$ cat src/rtl/multiword_add_seq.sv
// Wide add/subtract sequencer: streams N-bit words, LSW first, through one
// carry-lookahead slice and chains the carry through a register.
module multiword_add_seq #(
    parameter int unsigned N     = 8,
    parameter int unsigned WORDS = 4
) (
    input  logic               clk,
    input  logic               rst_n,
    input  logic               start_valid,
    output logic               start_ready,
    input  logic [N*WORDS-1:0] a,
    input  logic [N*WORDS-1:0] b,
    input  logic               cin,
    input  logic               sub,
    output logic               res_valid,
    input  logic               res_ready,
    output logic [N*WORDS-1:0] sum,
    output logic               cout,
    output logic               overflow,
    output logic               busy
);

    localparam int unsigned W    = N * WORDS;
    localparam int unsigned IdxW = (WORDS > 1) ? $clog2(WORDS) : 1;
    localparam logic [IdxW-1:0] LastIdx = IdxW'(WORDS - 1);

    typedef enum logic [1:0] {StIdle, StRun, StDone} state_e;

    state_e          state_q, state_d;
    logic [W-1:0]    op_a_q, op_a_d;
    logic [W-1:0]    op_b_q, op_b_d;
    logic [W-1:0]    sum_q, sum_d;
    logic [IdxW-1:0] idx_q, idx_d;
    logic            carry_q, carry_d;
    logic            cout_q, cout_d;
    logic            ovf_q, ovf_d;

    // Slice operands come only from registered state.
    logic [N-1:0] sl_a, sl_b, sl_sum;
    logic [N-1:0] sl_g, sl_p;
    logic [N:0]   sl_c;
    logic         sl_pp;

    assign sl_a = op_a_q[idx_q*N +: N];
    assign sl_b = op_b_q[idx_q*N +: N];

    // N-bit carry-lookahead slice: every carry is a flat sum of generate terms.
    always_comb begin
        sl_g  = sl_a & sl_b;
        sl_p  = sl_a ^ sl_b;
        sl_c  = '0;
        sl_pp = 1'b0;
        sl_c[0] = carry_q;
        for (int i = 0; i < int'(N); i++) begin
            sl_c[i+1] = sl_g[i];
            sl_pp     = sl_p[i];
            for (int j = i - 1; j >= 0; j--) begin
                sl_c[i+1] = sl_c[i+1] | (sl_g[j] & sl_pp);
                sl_pp     = sl_pp & sl_p[j];
            end
            sl_c[i+1] = sl_c[i+1] | (carry_q & sl_pp);
        end
        sl_sum = sl_p ^ sl_c[N-1:0];
    end

    always_comb begin
        state_d = state_q;
        op_a_d  = op_a_q;
        op_b_d  = op_b_q;
        sum_d   = sum_q;
        idx_d   = idx_q;
        carry_d = carry_q;
        cout_d  = cout_q;
        ovf_d   = ovf_q;
        unique case (state_q)
            StIdle: begin
                if (start_valid) begin
                    op_a_d  = a;
                    op_b_d  = sub ? ~b : b;
                    carry_d = sub ? 1'b1 : cin;
                    idx_d   = '0;
                    sum_d   = '0;
                    state_d = StRun;
                end
            end
            StRun: begin
                sum_d[idx_q*N +: N] = sl_sum;
                carry_d = sl_c[N];
                if (idx_q == LastIdx) begin
                    cout_d  = sl_c[N];
                    ovf_d   = (op_a_q[W-1] == op_b_q[W-1]) && (sl_sum[N-1] != op_a_q[W-1]);
                    idx_d   = '0;
                    state_d = StDone;
                end else begin
                    idx_d = idx_q + 1'b1;
                end
            end
            StDone: begin
                if (res_ready) begin
                    state_d = StIdle;
                end
            end
            default: state_d = StIdle;
        endcase
    end

    always_ff @(posedge clk or negedge rst_n) begin
        if (!rst_n) begin
            state_q <= StIdle;
            op_a_q  <= '0;
            op_b_q  <= '0;
            sum_q   <= '0;
            idx_q   <= '0;
            carry_q <= 1'b0;
            cout_q  <= 1'b0;
            ovf_q   <= 1'b0;
        end else begin
            state_q <= state_d;
            op_a_q  <= op_a_d;
            op_b_q  <= op_b_d;
            sum_q   <= sum_d;
            idx_q   <= idx_d;
            carry_q <= carry_d;
            cout_q  <= cout_d;
            ovf_q   <= ovf_d;
        end
    end

    assign start_ready = (state_q == StIdle);
    assign res_valid   = (state_q == StDone);
    assign busy        = (state_q != StIdle);
    assign sum         = sum_q;
    assign cout        = cout_q;
    assign overflow    = ovf_q;

endmodule

$ cat config.mk
export PLATFORM = sky130hd
export DESIGN_NAME = multiword_add_seq
export DESIGN_NICKNAME = d
export VERILOG_FILES = /design/src/rtl/multiword_add_seq.sv
export SDC_FILE = /design/constraint.sdc
export NUM_CORES = 1
export LEC_CHECK = 0
export CAP_MARGIN = 40
export CORE_MARGIN = 4
export CORE_UTILIZATION = 60
export CTS_BUF_LIST = sky130_fd_sc_hd__clkbuf_2 sky130_fd_sc_hd__clkbuf_4 sky130_fd_sc_hd__clkbuf_8
export DETAILED_ROUTE_END_ITERATION = 8
export DONT_BUFFER_PORTS = 1
export PLACE_DENSITY = 0.78
export SYNTH_ARGS = -nofsm -noshare
export SYNTH_HDL_FRONTEND = slang
export SYNTH_SLANG_ARGS = --single-unit
$ cat constraint.sdc
create_clock -name clk -period 4.8 [get_ports clk]
set_input_delay 0.48 -clock clk [delete_from_list [all_inputs] [get_ports clk]]
set_output_delay 0.48 -clock clk [all_outputs]
set_load 0.005 [all_outputs]
Word level (Yosys, flattened, before mapping) --
Index checks and enable logic that the tools add are counted. Widths: inputs -> output; s select.
Storage, ports and cells: logic and storage cells 148, register bits after elaboration 103, input bits 70
Cells by class: shift-type cells 4, add/subtract/negate cells 2, eq/ne operators 8, reductions and logical operators 8, bitwise logic cells 104, mux-type cells 14
Operators with widths (number):
- $and 1x1->1 | 64
- $mux 32 | 2
- $pmux 32 s2 | 1
- $shiftx 32x6->8 | 2
- $or 1x1->1 | 36
- $neg 5->34 | 1
- $shift 8x34->32 const A | 1
- $shiftx 8x34->32 | 1
- $bwmux 32 | 1
- $not 32->32 | 1
- $xor 8x8->8 | 2
- $mux 2 | 5
- $and 8x8->8 | 1
- $pmux 2 s3 | 1
- $reduce_and 2->1 | 3
- $eq 2x2->1 const B | 2
- $ne 2x2->1 const B | 2
- $pmux 2 s2 | 1
- $reduce_bool 2->1 | 2
- $reduce_and 3->1 | 1
- $add 2x1->2 const B | 1
- $eq 2x1->1 const B | 1
- $logic_not 2->1 | 1
- $mux 1 | 2
- other kinds (5) | 5

Logic depth before layout (Yosys ltp) --
Gate-level depths: netlist (run 1).
depth after elaboration 14, gate-level depth with buffers 9, depth with buffers taken out 7

Worst setup path after synthesis (run 1) --
Ideal clock, no wire load.
path kind reg-to-reg, from register idx_q[0], to register sum_q[14], in the netlist sum[14], clock period less this slack 2.828 ns, arrival time 2.762 ns, buffers on the path 2, slack 1.972 ns, stages on the path, launching flop included 10, data required time 4.734 ns, path through dfrtp_1 -> buf_2 -> buf_2 -> mux4_2 -> ha_1 -> a21oi_2 -> nand2_1 -> or4_1 -> o311ai_2 -> a22o_1
On the way: cells in the longest elaborated chain, start to end 14, elaborated cells between the ends (all ways) 87
Ends and longest elaborated chain:
- from (decl) | RTL line 33 | logic [IdxW-1:0] idx_q, idx_d;
- from (signal assigned) | RTL line 122 | idx_q <= idx_d;
- $shiftx 32x6->8 (on tied branches) | RTL line 44, 45
- $and 8x8->8 / $xor 8x8->8 (equally long branches) | RTL line 49, 50
- $and 1x1->1 (on tied branches) | RTL line 58, 59
- $or 1x1->1 (tied with other cells) (5 in series) | RTL line 58 | sl_c[i+1] = sl_c[i+1] | (sl_g[j] & sl_pp);
- $or 1x1->1 / $and 1x1->1 (equally long branches) | RTL line 58, 61
- $or 1x1->1 | RTL line 61 | sl_c[i+1] = sl_c[i+1] | (carry_q & sl_pp);
- $xor 8x8->8 | RTL line 63 | sl_sum = sl_p ^ sl_c[N-1:0];
- $shiftx 8x34->32 | RTL line 87 | sum_d[idx_q*N +: N] = sl_sum;
- $bwmux 32 * | RTL line 87
- $pmux 32 s2 * | RTL line 75 | unique case (state_q)
- to (signal assigned) | RTL line 121 | sum_q <= sum_d;
- to (decl) | RTL line 32 | logic [W-1:0] sum_q, sum_d;
Mark *: on every way between the ends. The rest lies on a longest branch, timed or not. A chain may end at the register's enable or synchronous reset.

Final worst setup path (run 1) --
from register idx_q[0], to register ovf_q, in the netlist overflow
On the way: cells in the longest elaborated chain, start to end 13, elaborated cells between the ends (all ways) 29
Ends and longest elaborated chain:
- $shiftx 32x6->8 (on tied branches) | RTL line 44, 45
- $and 8x8->8 / $xor 8x8->8 (equally long branches) | RTL line 49, 50
- $and 1x1->1 (on tied branches) | RTL line 58, 59
- $or 1x1->1 (tied with other cells) (5 in series) | RTL line 58
- $or 1x1->1 / $and 1x1->1 (equally long branches) | RTL line 58, 61
- $or 1x1->1 | RTL line 61
- $xor 8x8->8 | RTL line 63
- $ne 1x1->1 | RTL line 91 | ovf_d = (op_a_q[W-1] == op_b_q[W-1]) && (sl_sum[N-1] != op_a_q[W-1]);
- $logic_and 1x1->1 | RTL line 91
- to (signal assigned) | RTL line 125 | ovf_q <= ovf_d;
- to (decl) | RTL line 36 | logic ovf_q, ovf_d;
Several ways; a longest one is shown, not always the timed one.

==> results of run 1 <==
==> power by group through the flow <==
stage,sequential (mW),combinational [mW],clock (mW)
floorplan,1.41,1.69,0
global placement,1.54,1.96,0
detailed placement,1.56,2.05,0
CTS,1.54,2.08,0.516
global route,1.58,2.33,0.547
finish,1.54,2.06,0.511
==> worst register-to-register path: stages, from the launching register on <==
cell and delay (ns):
dfrtp_1 0.77, buf_4 0.39, mux4_2 0.55, ha_1 0.39
nand2_1 0.10, nor3_2 0.28, mux2i_1 0.28, nand2_1 0.18
a211o_1 0.29
==> stage by stage <==
stage / hold slack, ns / area, um2
2_1_floorplan: 0.184 / 4950
3_3_place_gp: 0.187 / 4980
3_5_place_dp: 0.187 / 4980
4_1_cts: 0.0580 / 5190
5_1_grt: 0.0745 / 5190
6_report: 0.0130 / 5190
==> state kept, by name, summed over array words and instances, names as in the netlist <==
signal,flops
op_a_q,32
idx_q,2
state_q,2
overflow,1
sum,32
cout,1
carry_q,1
op_b_q,32
==> cell families after synthesis <==
family | share of synthesized area, %
buf+inv | 3.06
flops | 52.1
mux | 7.49
simple gates | 14.8
fa+ha+maj | 3.44
compound gates | 12.6
xor+xnor | 6.55
==> final cells by class <==
class / count / area [um2]
Clock inverter: 2 / 16.3
Clock buffer: 14 / 168
Timing Repair Buffer: 4 / 50.0
Multi-Input combinational cell: 334 / 2220
Tap cell: 102 / 128
Fill cell: 634 / 2690
Sequential cell: 103 / 2580
Inverter: 9 / 33.8
==> metal layers <==
layer	share of wire [%]	GRT usage (%)
met1	41	28.6
met2	49	36.1
met4	2.9	9.77
met5	0	0
met3	6.8	5.45
==> synth_stat cells (all sizes together), types with 2 or more instances <==
| cell | count |
|---|---|
| dfrtp | 103 |
| a22o | 24 |
| ha | 12 |
| or3 | 2 |
| clkbuf | 14 |
| nor3 | 5 |
| a211oi | 2 |
| and3 | 3 |
| o21a | 2 |
| a21oi | 9 |
| nand2b | 2 |
| mux4 | 16 |
| inv | 9 |
| buf | 13 |
| and2 | 2 |
| o21ai | 45 |
| nor2b | 3 |
| nand3 | 4 |
| o311ai | 2 |
| nor2 | 4 |
| o31ai | 2 |
| xnor2 | 36 |
| nand2 | 146 |
==> worst max path at each step <==
stage / slack, ns / endpoint
2_1_floorplan: 1.97 / sum[14]$_DFFE_PN0P_
3_3_place_gp: 1.58 / overflow$_DFFE_PN0P_
3_5_place_dp: 1.53 / sum[14]$_DFFE_PN0P_
4_1_cts: 1.48 / overflow$_DFFE_PN0P_
5_1_grt: 1.22 / overflow$_DFFE_PN0P_
6_report: 1.47 / overflow$_DFFE_PN0P_
==> metrics.cfg, run 1 <==
[timing]
worstMarginPinSlew_ns = 0.790
rsz0062_at_grt = false
setup_viol = 0
fmax_mhz = 301
period_minus_slack_ns = 3.33
slew_viol_final = 0
max-slew-margin-rel_pct = 47.3
hold_violations = 0
layout_setup_ws_ns = 1.47
fin_skew_ns = 0.00941
finalCritPeriodShare_pct = 69.3
setup-tns-final_ns = 0

[setup_path]
start_kind = register
cp.buffers_inverters = 1
worst-setup-path-type = register to register
max_stage_delay_ns = 0.77
crit_path_end_kind = register
crit_family = multiplexers
timing.critical_path.from = idx_q[0]$_DFFE_PN0P_
reg2reg_slack_ns = 1.47
r2r-end = overflow$_DFFE_PN0P_
cp_slowest_cell = dfrtp_1
cp_max_fo = 16
crit_top_cell = nand2_1
cp.required_ns = 5.05
path_cells = buf_4 -> mux4_2 -> ha_1 -> nand2_1 -> nor3_2 -> mux2i_1 -> nand2_1 -> a211o_1
reg2reg_from = idx_q[0]$_DFFE_PN0P_
arrival_ns = 3.58
rr_worst_depth = 8
cp.depth = 8

[placed_design]
dp_hpwl_um = 7730
placed_cells = 551
place.gp.congestion = 0.889
pre_cts_ws_ns = 1.53
portBuffers = 0

[global_routing]
grt_max_degree = 104
grt_pass1_vias = 3501
antenna_found_initial = 0
grt_overflow = 0
grtUsageTotal_pct = 22.2
grt_pass1_wl_um = 17300

[synthesis]
yosysTopAreaCellShare_pct = 52.1
ys.flop_type = dfrtp_1
synth_seq_cells = 103
syn_area_per_cell_um2 = 10.5
syn_nets = 556
postSynth.asyncResetShare_pct = 100
yosys_warnings = 0
netlist_instances = 473
synth_top_area_cell = dfrtp_1
yosysUniqueCellTypes = 40
netlist_area_um2 = 4950
synth-edff-count = 0
synth.area.top_cells = dfrtp_1, nand2_1, mux4_2
ys_seq_area_share_pct = 52.1

[power]
p_sw_share_pct = 43.7
pwr-share-seq_pct = 37.4
vdd_ir_drop_max_mv = 0.430
power_mw = 4.12
netSwitchingPower_mw = 1.80
power_frac_comb_pct = 50.2
pwr-share-clk_pct = 12.4
p_leak_nw = 2.45
p_per_area_nw_per_um2 = 792
intPower_mw = 2.32

[clocking]
cts_sinks = 103
htreeDepth = 3
cts_tree = yes
cts_setup_buffers = 0
cts_buffers = 9
clock_latency_ns = 0.36
clockBufferDepth = 2
hold_buffers = 1
cts_root_buffer = clkbuf_8
clk_pin_slew_ns = 0.09
ctsResizeCount = 0

[drt]
via_per_inst = 5.93
first_iter_violations = 136
drc = 0
wire_per_inst_um = 18.6
routed_wl_um = 10600
drtPass1Iterations = 4
antenna_left = 0
vias = 3368

[cells_and_area]
mostFrequentLayoutCells = nand2_1, dfrtp_1, o21ai_0, xnor2_1, a22o_1
utilization_pct = 65.8
area_growth_pct = 4.98
layout_commonest_cell = nand2_1
layout-drive-gt1-share_pct = 10.1
final_cells = 568
diodes = 0
nets = 544

[floorplan]
rows = 32
start_util_pct = 62.7
die_w_um = 98.8
die_area_um2 = 9760
die_h_um = 98.8
io_pins = 107
core_um2 = 7890

[hold_path]
hold_path.class = primary input to async pin

[run_status]
status = completed

[run]
max_cap_violations = 0

No activity file was read; power rests on OpenSTA's default activity.
==> run 2: changes to the inputs <==
--- a/config.mk
+++ b/config.mk
@@ -7,11 +7,11 @@
 export LEC_CHECK = 0
 export CAP_MARGIN = 40
 export CORE_MARGIN = 4
-export CORE_UTILIZATION = 60
+export CORE_UTILIZATION = 59
 export CTS_BUF_LIST = sky130_fd_sc_hd__clkbuf_2 sky130_fd_sc_hd__clkbuf_4 sky130_fd_sc_hd__clkbuf_8
 export DETAILED_ROUTE_END_ITERATION = 8
 export DONT_BUFFER_PORTS = 1
-export PLACE_DENSITY = 0.78
+export PLACE_DENSITY = 0.8
 export SYNTH_ARGS = -nofsm -noshare
 export SYNTH_HDL_FRONTEND = slang
 export SYNTH_SLANG_ARGS = --single-unit
==> constraint.sdc (replaced) <==
create_clock -name clk -period 2.69 [get_ports clk]
set_input_delay 0.269 -clock clk [delete_from_list [all_inputs] [get_ports clk]]
set_output_delay 0.269 -clock clk [all_outputs]
set_load 0.005 [all_outputs]
==> metrics.cfg, run 2 (synthesis results as in run 1) <==
[run]
max_cap_violations = 0  ; unchanged

[clocking]
cts_buffers = 9  ; unchanged
clock_latency_ns = 0.38  ; was 0.36 ns
clockBufferDepth = 2  ; unchanged
htreeDepth = 3  ; unchanged
cts_tree = yes  ; unchanged
cts_sinks = 103  ; unchanged
clk_pin_slew_ns = 0.10  ; was 0.09 ns
cts_root_buffer = clkbuf_8  ; unchanged

[power]
pwr-share-seq_pct = 31.1  ; was 37.4%
power_frac_comb_pct = 55.2  ; was 50.2%
netSwitchingPower_mw = 3.64  ; was 1.80 mW
p_leak_nw = 2.63  ; was 2.45 nW
p_sw_share_pct = 42.4  ; was 43.7%
p_per_area_nw_per_um2 = 1510  ; was 792 nW/um2
intPower_mw = 4.96  ; was 2.32 mW
power_mw = 8.60  ; was 4.12 mW
pwr-share-clk_pct = 13.8  ; was 12.4%
vdd_ir_drop_max_mv = 0.799  ; was 0.430 mV

[drt]
drtPass1Iterations = 4  ; unchanged
wire_per_inst_um = 19.1  ; was 18.6 um
drc = 0  ; unchanged
routed_wl_um = 11400  ; was 10600 um
via_per_inst = 5.93  ; about the same
vias = 3552  ; was 3368
antenna_left = 0  ; unchanged
first_iter_violations = 203  ; was 136

[cells_and_area]
layout_commonest_cell = nand2_1  ; unchanged
area_growth_pct = 15.1  ; was 4.98%
layout-drive-gt1-share_pct = 13.6  ; was 10.1%
nets = 572  ; was 544
mostFrequentLayoutCells = nand2_1, dfrtp_1, o21ai_0, xnor2_1, a22o_1  ; unchanged
utilization_pct = 69.7  ; was 65.8%
diodes = 0  ; unchanged
final_area_um2 = 5700  ; was 5190 um2

[timing]
period_minus_slack_ns = 2.66  ; was 3.33 ns
max-slew-margin-rel_pct = 51.1  ; was 47.3%
hold_violations = 0  ; unchanged
finalCritPeriodShare_pct = 99.0  ; was 69.3%
slew_viol_final = 0  ; unchanged
fmax_mhz = 376  ; was 301 MHz
fin_skew_ns = 0.00920  ; was 0.00941 ns
hold_slack_ns = 0.00324  ; was 0.0130 ns
setup_viol = 0  ; unchanged
worstMarginPinSlew_ns = 0.732  ; was 0.790 ns
rsz0062_at_grt = true  ; was false

[setup_path]
worst-setup-path-type = register to register  ; unchanged
cp.required_ns = 3.01  ; was 5.05 ns
crit_path_end_kind = register  ; unchanged
arrival_ns = 2.98  ; was 3.58 ns
start_kind = register  ; unchanged
reg2reg_slack_ns = 0.03  ; was 1.47 ns
cp_max_fo = 7  ; was 16

[placed_design]
placed_area_um2 = 5070  ; was 4980 um2
portBuffers = 0  ; unchanged
place.gp.congestion = 0.857  ; was 0.889
dp_hpwl_um = 7750  ; was 7730 um

[floorplan]
rows = 33  ; was 32
die_w_um = 99.6  ; was 98.8 um
io_pins = 107  ; unchanged
core_um2 = 8180  ; was 7890 um2
die_area_um2 = 9910  ; was 9760 um2
die_h_um = 99.6  ; was 98.8 um
start_util_pct = 60.5  ; was 62.7%

[global_routing]
grt_pass1_wl_um = 18100  ; was 17300 um
grtUsageTotal_pct = 23.7  ; was 22.2%
grt_max_degree = 104  ; unchanged
grt_pass1_vias = 3652  ; was 3501
grt_overflow = 0  ; unchanged
antenna_found_initial = 0  ; unchanged

[run_status]
status = completed  ; unchanged

[hold_path]
hold_path.class = primary input to register  ; was primary input to async pin

[run 2: cell type report]
| type | count | area, um2 |
|---|---|---|
| fillers | 555 | 2480 |
| flip-flops and latches | 103 | 2580 |
| clock inverters | 6 | 115 |
| multi-input cells | 334 | 2330 |
| inverters | 9 | 33.8 |
| well taps | 105 | 131 |
| clock buffers | 10 | 138 |
| repair buffers | 32 | 369 |
[run 2: critical path, cell delays in order, from the launching register on]
cell and delay [ns]:
dfrtp_2 0.45, buf_12 0.15, mux4_2 0.53, ha_4 0.29, a21oi_2 0.21, nand2_1 0.13
or4_4 0.51, o311ai_4 0.12, a22o_1 0.21
[run 2: final timing paths]
check / startpoint / endpoint / depth (start not counted)
worst max register to register: idx_q[0]$_DFFE_PN0P_ / sum[22]$_DFFE_PN0P_ / 8
worst min-delay path: a[23] / op_a_q[23]$_DFFE_PN0P_ / 2
max in group asynchronous: rst_n / idx_q[0]$_DFFE_PN0P_ / 2
worst min register to register: op_b_q[23]$_DFFE_PN0P_ / op_b_q[23]$_DFFE_PN0P_ / 2
min in group asynchronous: rst_n / sum[20]$_DFFE_PN0P_ / 2
worst max-delay path: idx_q[0]$_DFFE_PN0P_ / sum[22]$_DFFE_PN0P_ / 8
[run 2: repair_timing]
action	4_1_cts	5_1_grt
hold buffers	20	1
buffers inserted	1	0
cloned	0	1
endpoints found under the hold margin	121	1
pin swaps	2	5
endpoints found under the setup margin	8	19
gates resized for setup	1	16
[run 2: routing by layer]
metal / routed length [um] / global-route usage (%) / vias up
met5: 0 / 0 / -
met4: 307 / 9.87 / 0
met3: 682 / 5.68 / 23
met2: 5790 / 38.7 / 124
met1: 4640 / 30.5 / 1758
li1: - / - / 1647
[run 2: metrics by stage]
| step | setup TNS (ns) | setup slack [ns] | std cells |
|---|---|---|---|
| 2_1_floorplan | 0 | 0.0440 | 473 |
| 3_3_place_gp | 0 | 0.109 | 560 |
| 3_5_place_dp | -0.0697 | -0.0251 | 560 |
| 4_1_cts | -0.000749 | -0.000749 | 597 |
| 5_1_grt | -0.150 | -0.0270 | 599 |
| 6_report | 0 | 0.0279 | 599 |
[run 2: power groups by stage]
stage / Sequential, mW / Clock (mW) / Combinational [mW]
2_1_floorplan: 2.51 / 0 / 3.04
3_3_place_gp: 2.66 / 0 / 3.80
3_5_place_dp: 2.68 / 0 / 3.99
4_1_cts: 2.66 / 1.20 / 4.15
5_1_grt: 2.74 / 1.27 / 5.20
6_report: 2.67 / 1.18 / 4.74
==> run 3: changes to the inputs <==
--- a/config.mk
+++ b/config.mk
@@ -12,6 +12,9 @@
 export DETAILED_ROUTE_END_ITERATION = 8
 export DONT_BUFFER_PORTS = 1
 export PLACE_DENSITY = 0.8
+export RECOVER_POWER = 100
+export SKIP_LAST_GASP = 1
 export SYNTH_ARGS = -nofsm -noshare
 export SYNTH_HDL_FRONTEND = slang
 export SYNTH_SLANG_ARGS = --single-unit
+export TNS_END_PERCENT = 100
==> metrics.cfg, run 3 (synthesis results as in run 1) <==
[placed_design]
portBuffers = 0  ; unchanged
dp_hpwl_um = 7750  ; unchanged
placed_area_um2 = 5070  ; unchanged
placed_cells = 560  ; unchanged
place.gp.congestion = 0.857  ; unchanged

[floorplan]
core_um2 = 8180  ; unchanged
die_w_um = 99.6  ; unchanged
rows = 33  ; unchanged
io_pins = 107  ; unchanged
die_area_um2 = 9910  ; unchanged
start_util_pct = 60.5  ; unchanged
die_h_um = 99.6  ; unchanged

[clocking]
cts_tree = yes  ; unchanged
clock_latency_ns = 0.37  ; was 0.38 ns
clk_pin_slew_ns = 0.10  ; about the same
cts_buffers = 9  ; unchanged
cts_sinks = 103  ; unchanged
htreeDepth = 3  ; unchanged
clockBufferDepth = 2  ; unchanged
cts_root_buffer = clkbuf_8  ; unchanged

[timing]
slew_viol_final = 0  ; unchanged
hold_slack_ns = 0.0131  ; was 0.00324 ns
max-slew-margin-rel_pct = 9.76  ; was 51.1%
worstMarginPinSlew_ns = 1.35  ; was 0.732 ns
fmax_mhz = 376  ; about the same
fin_skew_ns = 0.0112  ; was 0.00920 ns
period_minus_slack_ns = 2.66  ; about the same
setup_viol = 0  ; unchanged
finalCritPeriodShare_pct = 98.9  ; was 99.0%
hold_violations = 0  ; unchanged
rsz0062_at_grt = true  ; unchanged

[global_routing]
antenna_found_initial = 0  ; unchanged
grt_max_degree = 104  ; unchanged
grt_overflow = 0  ; unchanged
grt_pass1_wl_um = 18100  ; unchanged
grt_pass1_vias = 3652  ; unchanged
grtUsageTotal_pct = 23.7  ; unchanged

[setup_path]
cp_max_fo = 7  ; unchanged
r2r-end = sum[22]$_DFFE_PN0P_  ; unchanged
arrival_ns = 2.97  ; was 2.98 ns
max_stage_delay_ns = 0.55  ; was 0.53 ns
rr_worst_depth = 8  ; unchanged
crit_path_end_kind = register  ; unchanged
cp_slowest_cell = mux4_2  ; unchanged
endpoint = sum[22]$_DFFE_PN0P_  ; unchanged
reg2reg_from = idx_q[0]$_DFFE_PN0P_  ; unchanged
path_cells = buf_12 -> mux4_2 -> ha_4 -> a211oi_4 -> nor3_4 -> or4_4 -> o311ai_4 -> a22o_1  ; was buf_12 -> mux4_2 -> ha_4 -> a21oi_2 -> nand2_1 -> or4_4 -> o311ai_4 -> a22o_1
worst-setup-path-type = register to register  ; unchanged
reg2reg_slack_ns = 0.03  ; about the same
timing.critical_path.from = idx_q[0]$_DFFE_PN0P_  ; unchanged
cp.required_ns = 3.00  ; was 3.01 ns
start_kind = register  ; unchanged

[cells_and_area]
layout-drive-gt1-share_pct = 13.6  ; unchanged
utilization_pct = 69.4  ; was 69.7%
mostFrequentLayoutCells = nand2_1, dfrtp_1, o21ai_0, xnor2_1, a22o_1  ; unchanged
fill_cells = 557  ; was 555
nets = 572  ; unchanged
final_cells = 599  ; unchanged
layout_commonest_cell = nand2_1  ; unchanged
diodes = 0  ; unchanged
final_area_um2 = 5680  ; was 5700 um2
area_growth_pct = 14.7  ; was 15.1%

[drt]
first_iter_violations = 215  ; was 203
wire_per_inst_um = 19.0  ; was 19.1 um
vias = 3534  ; was 3552
drc = 0  ; unchanged
via_per_inst = 5.90  ; was 5.93
drtPass1Iterations = 4  ; unchanged
antenna_left = 0  ; unchanged
routed_wl_um = 11400  ; about the same

[run]
max_cap_violations = 0  ; unchanged

[power]
p_per_area_nw_per_um2 = 1510  ; about the same
vdd_ir_drop_max_mv = 0.794  ; was 0.799 mV
p_leak_nw = 2.62  ; was 2.63 nW

[hold_path]
hold_path.class = primary input to register  ; unchanged

[run_status]
status = completed  ; unchanged

-- run 3: cell count changes in the layout (fill, tap and decap cells not counted) --
| cell | previous run | this run |
|---|---|---|
| clkbuf_4 | 0 | 1 |
| buf_16 | 1 | 0 |
-- run 3: worst max-delay path, delay by kind of cell, from the launching register on --
family          cells  cell delay (ns)
compound gates      3             0.64
fa+ha+maj           1             0.28
buf+inv             1             0.16
flops               1             0.45
mux                 1             0.55
simple gates        2             0.53
-- run 3: layout make-up --
type / instances / area [um2] / share of cell area (%)
timing repair buffer: 32 / 349 / 6.15
tap: 105 / 131 / 2.31
clock buffer: 10 / 138 / 2.42
clock inverter: 6 / 115 / 2.03
inverter: 9 / 33.8 / 0.595
sequential: 103 / 2580 / 45.4
multi-input combinational: 334 / 2330 / 41.1
-- run 3: metrics by stage --
| stage | setup slack, ns | setup TNS, ns | total power, mW |
|---|---|---|---|
| 3_5_place_dp | -0.0251 | -0.0697 | 6.66 |
| 4_1_cts | -0.000749 | -0.000749 | 8.00 |
| 3_3_place_gp | 0.109 | 0 | 6.46 |
| 5_1_grt | -0.0270 | -0.150 | 9.20 |
| 2_1_floorplan | 0.0440 | 0 | 5.56 |
| 6_report | 0.0286 | 0 | 8.59 |
-- run 3: worst min path at each step --
stage                                  end  depth (start not counted)  start  slack (ns)
floorplan              carry_q$_DFFE_PN0P_                          0  rst_n       -0.03
global placement       sum[28]$_DFFE_PN0P_                          0  rst_n       -0.02
detailed placement     sum[28]$_DFFE_PN0P_                          0  rst_n       -0.02
CTS                 op_a_q[23]$_DFFE_PN0P_                          2  a[23]      0.0004
global route        op_a_q[23]$_DFFE_PN0P_                          2  a[23]        0.01
finish              op_a_q[23]$_DFFE_PN0P_                          2  a[23]        0.01
-- run 3: where the power goes --
part           internal [mW]  switching, mW  leakage [nW]
clock                  0.648          0.534         0.123
combinational           2.09           2.64          1.18
sequential              2.21          0.459          1.32
-- run 3: what timing repair did --
action	in CTS	in global routing
cloned	0	1
pin swaps	2	5
endpoints found under the setup margin	8	19
resized for setup	1	16
hold buffers	20	1
setup buffers	1	0
hold endpoints to repair	121	1
-- run 3: metal layers --
layer	wire, um	track usage, %	vias up
met2	5770	38.7	124
li1	-	-	1644
met5	0	0	-
met3	694	5.68	22
met1	4650	30.5	1744
met4	284	9.87	0
